--- src/rtl/rom_fetch_buffer.sv ---
// rom_fetch_buffer
//   Prefetch FIFO between the DW8051 program-fetch port and the combinational
//   program ROM. Sequential code bytes are streamed ahead of the CPU so that
//   in-order fetches complete in the same cycle. Any out-of-order fetch flushes
//   the buffer and restarts streaming at the requested address.
//
// Parameters
//   DEPTH      buffer entries, power of two, 2..16
//
// Ports
//   clk        system clock
//   rst        synchronous active-high reset
//   cpu_rd     CPU fetch request for cpu_addr
//   cpu_addr   CPU fetch byte address
//   cpu_data   fetched byte, valid with cpu_ready
//   cpu_ready  fetch completes this cycle
//   rom_addr   ROM address (registered fetch pointer)
//   rom_cs_n   ROM chip select, active-low
//   rom_rd_n   ROM read strobe, active-low
//   rom_data   ROM data_out, combinational from rom_addr
//   hit_cnt    saturating HIT counter   (only with ROM_FETCH_STATS_EN)
//   miss_cnt   saturating MISS counter  (only with ROM_FETCH_STATS_EN)
//
// Build option
//   ROM_FETCH_STATS_EN  adds the hit/miss statistics counters and ports.
module rom_fetch_buffer #(
  parameter int DEPTH = 4
) (
  input  logic        clk,
  input  logic        rst,
  input  logic        cpu_rd,
  input  logic [15:0] cpu_addr,
  output logic [7:0]  cpu_data,
  output logic        cpu_ready,
  output logic [15:0] rom_addr,
  output logic        rom_cs_n,
  output logic        rom_rd_n,
  input  logic [7:0]  rom_data
`ifdef ROM_FETCH_STATS_EN
  ,
  output logic [15:0] hit_cnt,
  output logic [15:0] miss_cnt
`endif
);

  localparam int PW = (DEPTH > 1) ? $clog2(DEPTH) : 1;
  localparam int CW = PW + 1;
  localparam logic [CW-1:0] FULL = CW'(DEPTH);

  logic [7:0]    mem [DEPTH];
  logic [PW-1:0] rd_ptr, wr_ptr;
  logic [CW-1:0] count;
  logic [15:0]   head_addr, fetch_addr;

  logic match, hit, miss, fill, push;

  assign match = (cpu_addr == head_addr);
  assign hit   = cpu_rd & match & (count != '0);
  assign miss  = cpu_rd & ~match;
  // Fill decision uses only registered count: a pop in a full cycle does not
  // open a slot until the next cycle.
  assign fill  = (count != FULL);
  // The byte read during a MISS cycle belongs to the abandoned stream.
  assign push  = fill & ~miss;

  assign rom_addr  = fetch_addr;
  // Strobes and handshake are forced idle while rst is held, including the
  // first reset cycle before the state registers have been cleared.
  assign rom_cs_n  = rst | ~fill;
  assign rom_rd_n  = rst | ~fill;
  assign cpu_ready = ~rst & hit;
  assign cpu_data  = (rst || count == '0) ? 8'h00 : mem[rd_ptr];

  always_ff @(posedge clk) begin
    if (rst) begin
      count      <= '0;
      rd_ptr     <= '0;
      wr_ptr     <= '0;
      head_addr  <= 16'h0000;
      fetch_addr <= 16'h0000;
      for (int i = 0; i < DEPTH; i++) mem[i] <= 8'h00;
    end else if (miss) begin
      count      <= '0;
      rd_ptr     <= '0;
      wr_ptr     <= '0;
      head_addr  <= cpu_addr;
      fetch_addr <= cpu_addr;
    end else begin
      if (push) begin
        mem[wr_ptr] <= rom_data;
        wr_ptr      <= wr_ptr + 1'b1;
        fetch_addr  <= fetch_addr + 16'h0001;
      end
      if (hit) begin
        rd_ptr    <= rd_ptr + 1'b1;
        head_addr <= head_addr + 16'h0001;
      end
      count <= count + CW'(push) - CW'(hit);
    end
  end

`ifdef ROM_FETCH_STATS_EN
  always_ff @(posedge clk) begin
    if (rst) begin
      hit_cnt  <= 16'h0000;
      miss_cnt <= 16'h0000;
    end else begin
      if (hit  && hit_cnt  != 16'hFFFF) hit_cnt  <= hit_cnt  + 16'h0001;
      if (miss && miss_cnt != 16'hFFFF) miss_cnt <= miss_cnt + 16'h0001;
    end
  end
`endif

endmodule

--- config.mk ---
export PLATFORM = sky130hd
export DESIGN_NAME = rom_fetch_buffer
export DESIGN_NICKNAME = d
export VERILOG_FILES = /design/src/rtl/rom_fetch_buffer.sv
export SDC_FILE = /design/constraint.sdc
export NUM_CORES = 1
export LEC_CHECK = 0
export ABC_CLOCK_PERIOD_IN_PS = 8300
export CORE_MARGIN = 2
export CORE_UTILIZATION = 35
export CTS_BUF_LIST = sky130_fd_sc_hd__clkbuf_8
export DETAILED_ROUTE_END_ITERATION = 8
export MAX_ROUTING_LAYER = met4
export PLACE_DENSITY = 0.61
export SYNTH_ARGS = -nofsm -noshare
export SYNTH_HDL_FRONTEND = slang
export SYNTH_SLANG_ARGS = --single-unit
--- constraint.sdc ---
create_clock -name clk -period 8.3 [get_ports clk]
set_input_delay 2.075 -clock clk [delete_from_list [all_inputs] [get_ports clk]]
set_output_delay 2.075 -clock clk [all_outputs]
set_load 0.01 [all_outputs]
* Word-level counts from Yosys, hierarchy flattened
Memories as Yosys holds them, arrays and structs flattened. A register that Yosys moved wholly into a read port is not among the register bits.
Index checks and enable logic that the tools add are counted.
** Operators by class
- Add/subtract/negate cells :: 6
- Bitwise operators :: 10
- Reduce and logical (&&, ||, !) cells :: 7
- Eq/ne operators :: 2
- Mux-type cells :: 16
** Operators with widths (number)
- $mux W16 :: 4
- $add A16 B1 Y16 const B :: 2
- $eq A16 B16 Y1 :: 1
- $mux W8 :: 2
- $reduce_or A8 Y1 :: 1
- $mux W1 :: 7
- $mux W2 :: 3
- $and A1 B1 Y1 :: 5
- $add A2 B1 Y2 const B :: 2
- $not A1 Y1 :: 4
- $reduce_bool A2 Y1 :: 2
- $add A3 B1 Y3 :: 1
- $logic_not A3 Y1 :: 1
- $ne A3 B3 Y1 const B :: 1
- $reduce_bool A3 Y1 :: 1
- $sub A3 B1 Y3 :: 1
- $reduce_or A2 Y1 :: 1
- $logic_or A1 B1 Y1 :: 1
- $or A1 B1 Y1 :: 1
** Word-level totals
- Memory bits (writable) :: 32
- Flip-flop bits (word level) :: 39
- Memories kept :: 1
- Input bits :: 27
** Memories
- mem :: words 4, bits a word 8, rd ports 1, clocked after memory_dff 1, write ports 4, RTL line 50 : logic [7:0] mem [DEPTH];

* Logic depth before layout (Yosys ltp)
- Depth in word-level cells :: 11
- Mapped depth :: 14
- Gate-level depth less buffers :: 11

* Worst setup path after synthesis
OpenSTA, ideal clock, no wires.
- Path type :: input to output
- From :: input cpu_addr[3]
- To :: output cpu_ready
- Data arrival time :: 3487 ps
- Slack :: 2738 ps
- Cell stages on the path :: 6
- Path buffers :: 1
- Required time :: 6225 ps
- Path through :: xnor2_1 nand4_2 or4_1 buf_2 or3_4 inv_1
** Between the ends
- Cells in the longest elaborated chain, start to end :: 4
** RTL lines
- start, declared :: RTL line 32 : input logic [15:0] cpu_addr,
- $eq A16 B16 Y1 :: RTL line 57 : assign match = (cpu_addr == head_addr);
- $and A1 B1 Y1 (2 in series) :: RTL line 58 : assign hit = cpu_rd & match & (count != '0);
- $and A1 B1 Y1 :: RTL line 71 : assign cpu_ready = ~rst & hit;
- end, declared :: RTL line 34 : output logic cpu_ready,
No other way between the ends.

* Final worst setup path
- From :: input cpu_addr[10]
- To :: output cpu_ready
The elaborated chain is that of the path after synthesis.

==> metrics.md <==
| Metric | Value |
|---|---|
| Routed Antenna Nets | 0 |
| Antenna violations before repair | 0 |
| Cell count after synthesis | 394 |
| End of the worst register-to-register path | mem[1][7]$_SDFFCE_PN0P_ |
| Total Routing Usage GR | about 18% |
| Flop pwr share | 47.9% |
| Number of cell rows | 38 |
| Number of remaining DRC errors | 0 |
| Post-synthesis share of cell area spent on full adders, half adders and majority gates | between 1.5 and 2% |
| Multiplexer fraction of the synthesized cell area | 6.80% |
| Number of cell instances on the worst register-to-register path | 6 |
| Total grt overflow | 0 |
| Number of register bits inferred by synthesis | 73 |
| Total CTS buffers | 9 |
| Setup Slack @ Placement | around 1.5 ns |
| Tot Pwr | 0.000863 W |
| Vias after detailed routing | 3077 |
| Clock insertion delay at the later pin of the skew report | 0.35 ns |
| Leak | about 1.6 nW |
| Mean post-synth cell area | 9.85 sq um |
| Required time at the endpoint of the critical path | 6.23 ns |
| Vias per Instance | 5.29 |
| Proportion of power drawn by the clock network | 39.8% |
| Main combinational cell family by area after synthesis | simple AND/OR/NAND/NOR gates |
| Pin count of the biggest net entering global routing | 47 |
| Ant diodes | 0 |
| Worst supply voltage drop on vdd | 0.105 mV |
| Final setup margin | roughly 1.4 ns |
| Worst Clk Skew | 0.0129 ns |
| Root buffer cell | sky130_fd_sc_hd__clkbuf_8 |
| Global-route wire length before repair | 15.8 mm |
| Class of the tightest hold or removal check | flip-flop to flip-flop |
| Number of buffers inserted to repair setup after CTS | 0 |
| Post-route design area | 4760 sq um |
| Crit-path leading delay family | simple AND/OR/NAND/NOR gates |
| Critical Setup Path Class | input pin to output pin |
| Top-Level Pins | 54 |
| Area of the mapped netlist | a little under 4000 sq um |
| Synthesized net count | 426 |
| CTS Buffer Depth | 2 |
| DRC marker count from the first detailed-route iteration | 159 |
| Number of nets at the end of the flow | 469 |
| Most frequent cell on the critical path | sky130_fd_sc_hd__clkdlybuf4s50_1 |
| CTS H-tree lvls | 3 |
| Number of enable flip-flop cells after synthesis | 32 |
| Aggregate negative setup slack | 0 ns |
| Count of hold-fix buffers inserted at cts | 0 |
| Max stage delay cell, worst path | sky130_fd_sc_hd__or4_1 |
| Max-capacitance violation count | 0 |
| Post-DR wirelength/cell | approximately 16 um |
| Startpoint class of the critical path | input pin |
| Clock transition at the registers of the reported paths | approximately 0.070 ns |
| Worst Hold Path Cells | 2 |
| P_int | 0.000652 W |
| Maximum operating frequency | about 150 MHz |
| Final setup violation count | 0 |
| Start of the worst register-to-register path | head_addr[5]$_SDFFE_PP0P_ |
| Delay of the slowest critical-path stage | ~0.74 ns |
| Die footprint | 11900 sq um |
| Floorplan core area | 10800 sq um |
| Cell area after placement | between 4000 and 5000 sq um |
| Port Buf Inserts | 53 |
| Actual slew at the worst max-slew pin | 0.556 ns |
| Sw Ratio | about 25% |
| Net switching power of the design | roughly 0.00021 W |
| Final critical-path share of the clock period | just over 80% |
| Buffers & Inverters on Critical Path | 3 |
| Main synth FF type | sky130_fd_sc_hd__dfxtp_1 |
| Highest-count cells in the layout ignoring fill and taps | 61 x sky130_fd_sc_hd__nor2_1, 53 x sky130_fd_sc_hd__clkdlybuf4s50_1, 41 x sky130_fd_sc_hd__dfxtp_1 |
| Post-cts sizing count | 0 |
| CTS tree | done |
| Die X | around 110 um |
| Count of TritonRoute iterations in the first routing pass | 4 |
| CTS sink count | 73 |
| Destination of the worst hold path | head_addr[13]$_SDFFE_PP0P_ |
| Crit path time final | 6.86 ns |
| Slack of the worst reg-to-reg path | 5.12 ns |
| Routability congestion estimate | about 0.9 |
| Maximum fanout along the worst path | 8 |
| Initial cell density of the core | 35.8% |
| Post-synthesis sequential area ratio | 45.9% |
| Fill cell instance count of the final layout | 1056 |
| List of cells traversed by the critical path | clkdlybuf4s50_1, xnor2_1, nand4_1, or4_1, or3_4, inv_1, clkdlybuf4s50_1 |
| Die Span Y | 109 um |
| Most common cell after layout, fill and taps aside | sky130_fd_sc_hd__nor2_1 |
| Fraction of the mapped netlist area in compound gates | 9.45% |
| Power density relative to cell area | roughly 180 nW/um^2 |
| Power share of the combinational group | 12.3% |
| Unrepaired setup endpoints after global routing | false |
| Estimated wirelength of the detail-placed design | 6.62 mm |
| Share of async-settable or async-resettable flops after synthesis | 0% |
| Status | completed |
| Via count of the first global-routing pass | 3052 |
| Arrival time at the worst endpoint | 4.78 ns |
| Final hold vios | 0 |
| Wirelength, routed | around 9.4 mm |
| Share of the synthesized netlist area taken by xor and xnor gates | 10.5% |
| Slew margin rel. | 62.9% |
| Worst hold start | head_addr[13]$_SDFFE_PP0P_ |
| Slew Limit Fails | 0 |
| Crit path capture type | output pin |
| Count of unique library cells instantiated by Yosys | 52 |
| Share of layout cells above drive strength 1 | 8.82% |
| Synthesis-to-finish area growth | 22.7% |
| Simple-gate share of the synthesized area | 21.4% |
| Yosys synthesis warning count | 0 |
tightest hold or removal path: cells and delay by family, from the launching register on:
kind,cells,cell delay (ns)
AO/OA/AOI/OAI,1,0.07
flip-flops,1,0.36
AND/OR/NAND/NOR,1,0.07
worst max path at each step:
stage                       from   endpoint  depth (start not counted)
finish              cpu_addr[10]  cpu_ready                          7
global placement    cpu_addr[10]  cpu_ready                          7
global route        cpu_addr[10]  cpu_ready                          7
floorplan            cpu_addr[3]  cpu_ready                          6
CTS                 cpu_addr[10]  cpu_ready                          7
detailed placement  cpu_addr[10]  cpu_ready                          7
area by class of cell:
class	instances	area, sq um	area share (%)
tap	140	175	3.68
inverter	11	41.3	0.867
clock buffer	9	124	2.60
timing repair buffer	57	561	11.8
clock inverter	7	125	2.63
multi-input combinational	285	1950	41.0
sequential	73	1780	37.4
registers in the layout, summed over array words and instances, names as in the netlist, named ones only:
name	count
mem	32
head_addr	16
rom_addr	16
count	3
rd_ptr	2
wr_ptr	2
cell usage after synthesis (2+ instances only):
cell type / instances / area [sq um]
sky130_fd_sc_hd__inv_1: 11 / 41.3
sky130_fd_sc_hd__mux2_2: 2 / 22.5
sky130_fd_sc_hd__nor2_1: 61 / 229
sky130_fd_sc_hd__a32oi_1: 4 / 35.0
sky130_fd_sc_hd__clkbuf_1: 16 / 60.1
sky130_fd_sc_hd__o22ai_1: 4 / 25.0
sky130_fd_sc_hd__nor3_1: 6 / 30.0
sky130_fd_sc_hd__nand4_1: 10 / 62.6
sky130_fd_sc_hd__o21ai_0: 2 / 10.0
sky130_fd_sc_hd__ha_1: 4 / 50.1
sky130_fd_sc_hd__a31oi_1: 2 / 12.5
sky130_fd_sc_hd__buf_2: 3 / 15.0
sky130_fd_sc_hd__or2_2: 2 / 12.5
sky130_fd_sc_hd__edfxtp_1: 32 / 961
sky130_fd_sc_hd__a21oi_1: 15 / 75.1
sky130_fd_sc_hd__and3_1: 4 / 25.0
sky130_fd_sc_hd__nand3_1: 18 / 90.1
sky130_fd_sc_hd__nor2b_1: 9 / 56.3
sky130_fd_sc_hd__xnor2_2: 2 / 32.5
sky130_fd_sc_hd__nand2_1: 24 / 90.1
sky130_fd_sc_hd__and4_1: 2 / 17.5
sky130_fd_sc_hd__or3_1: 2 / 12.5
sky130_fd_sc_hd__dfxtp_1: 41 / 821
sky130_fd_sc_hd__nand4b_1: 2 / 17.5
sky130_fd_sc_hd__xor2_1: 7 / 61.3
sky130_fd_sc_hd__buf_4: 3 / 22.5
sky130_fd_sc_hd__xnor2_1: 36 / 315
sky130_fd_sc_hd__nor3b_1: 2 / 15.0
sky130_fd_sc_hd__nand2b_1: 13 / 81.3
sky130_fd_sc_hd__mux2i_1: 5 / 50.1
sky130_fd_sc_hd__o311ai_0: 2 / 17.5
sky130_fd_sc_hd__nor4_1: 4 / 25.0
sky130_fd_sc_hd__mux4_2: 8 / 180
sky130_fd_sc_hd__and2_1: 3 / 18.8
sky130_fd_sc_hd__buf_1: 2 / 7.51
sky130_fd_sc_hd__a211oi_1: 15 / 113
cell families (layout without fill, tap and decap cells):
family,Yosys count,count (layout)
AOI/OAI and AO/OA,52,52
muxes,16,16
DFF,73,73
buffers and inverters,36,84
adders and majority gates,5,5
xor gates and xnor gates,45,45
and+or+nand+nor,167,167
power by group through the flow:
stage / Combinational, W / Clock, W / Sequential, W
3_5_place_dp: 0.000107 / 0 / 0.000422
6_report: 0.000106 / 0.000344 / 0.000414
4_1_cts: 0.000107 / 0.000352 / 0.000414
2_1_floorplan: 0.0000620 / 0 / 0.000419
3_3_place_gp: 0.000105 / 0 / 0.000421
5_1_grt: 0.000116 / 0.000369 / 0.000417
per-layer routing:
metal  vias up  global-route usage (%)  wire length (um)
li1       1483                       -                 -
met3        11                    3.79               419
met5         -                       -                 0
met2        88                    29.1              4600
met1      1495                    22.6              4240
met4         0                    4.61               106
stage by stage:
stage / instances / util (%) / hold slack [ns]
floorplan: 394 / - / 0.493
global placement: 566 / 41.6 / 0.530
detailed placement: 566 / 41.6 / 0.541
CTS: 582 / 43.9 / 0.556
global route: 582 / 43.9 / 0.595
finish: 582 / 43.9 / 0.556
No activity file was read; power rests on OpenSTA's default activity.
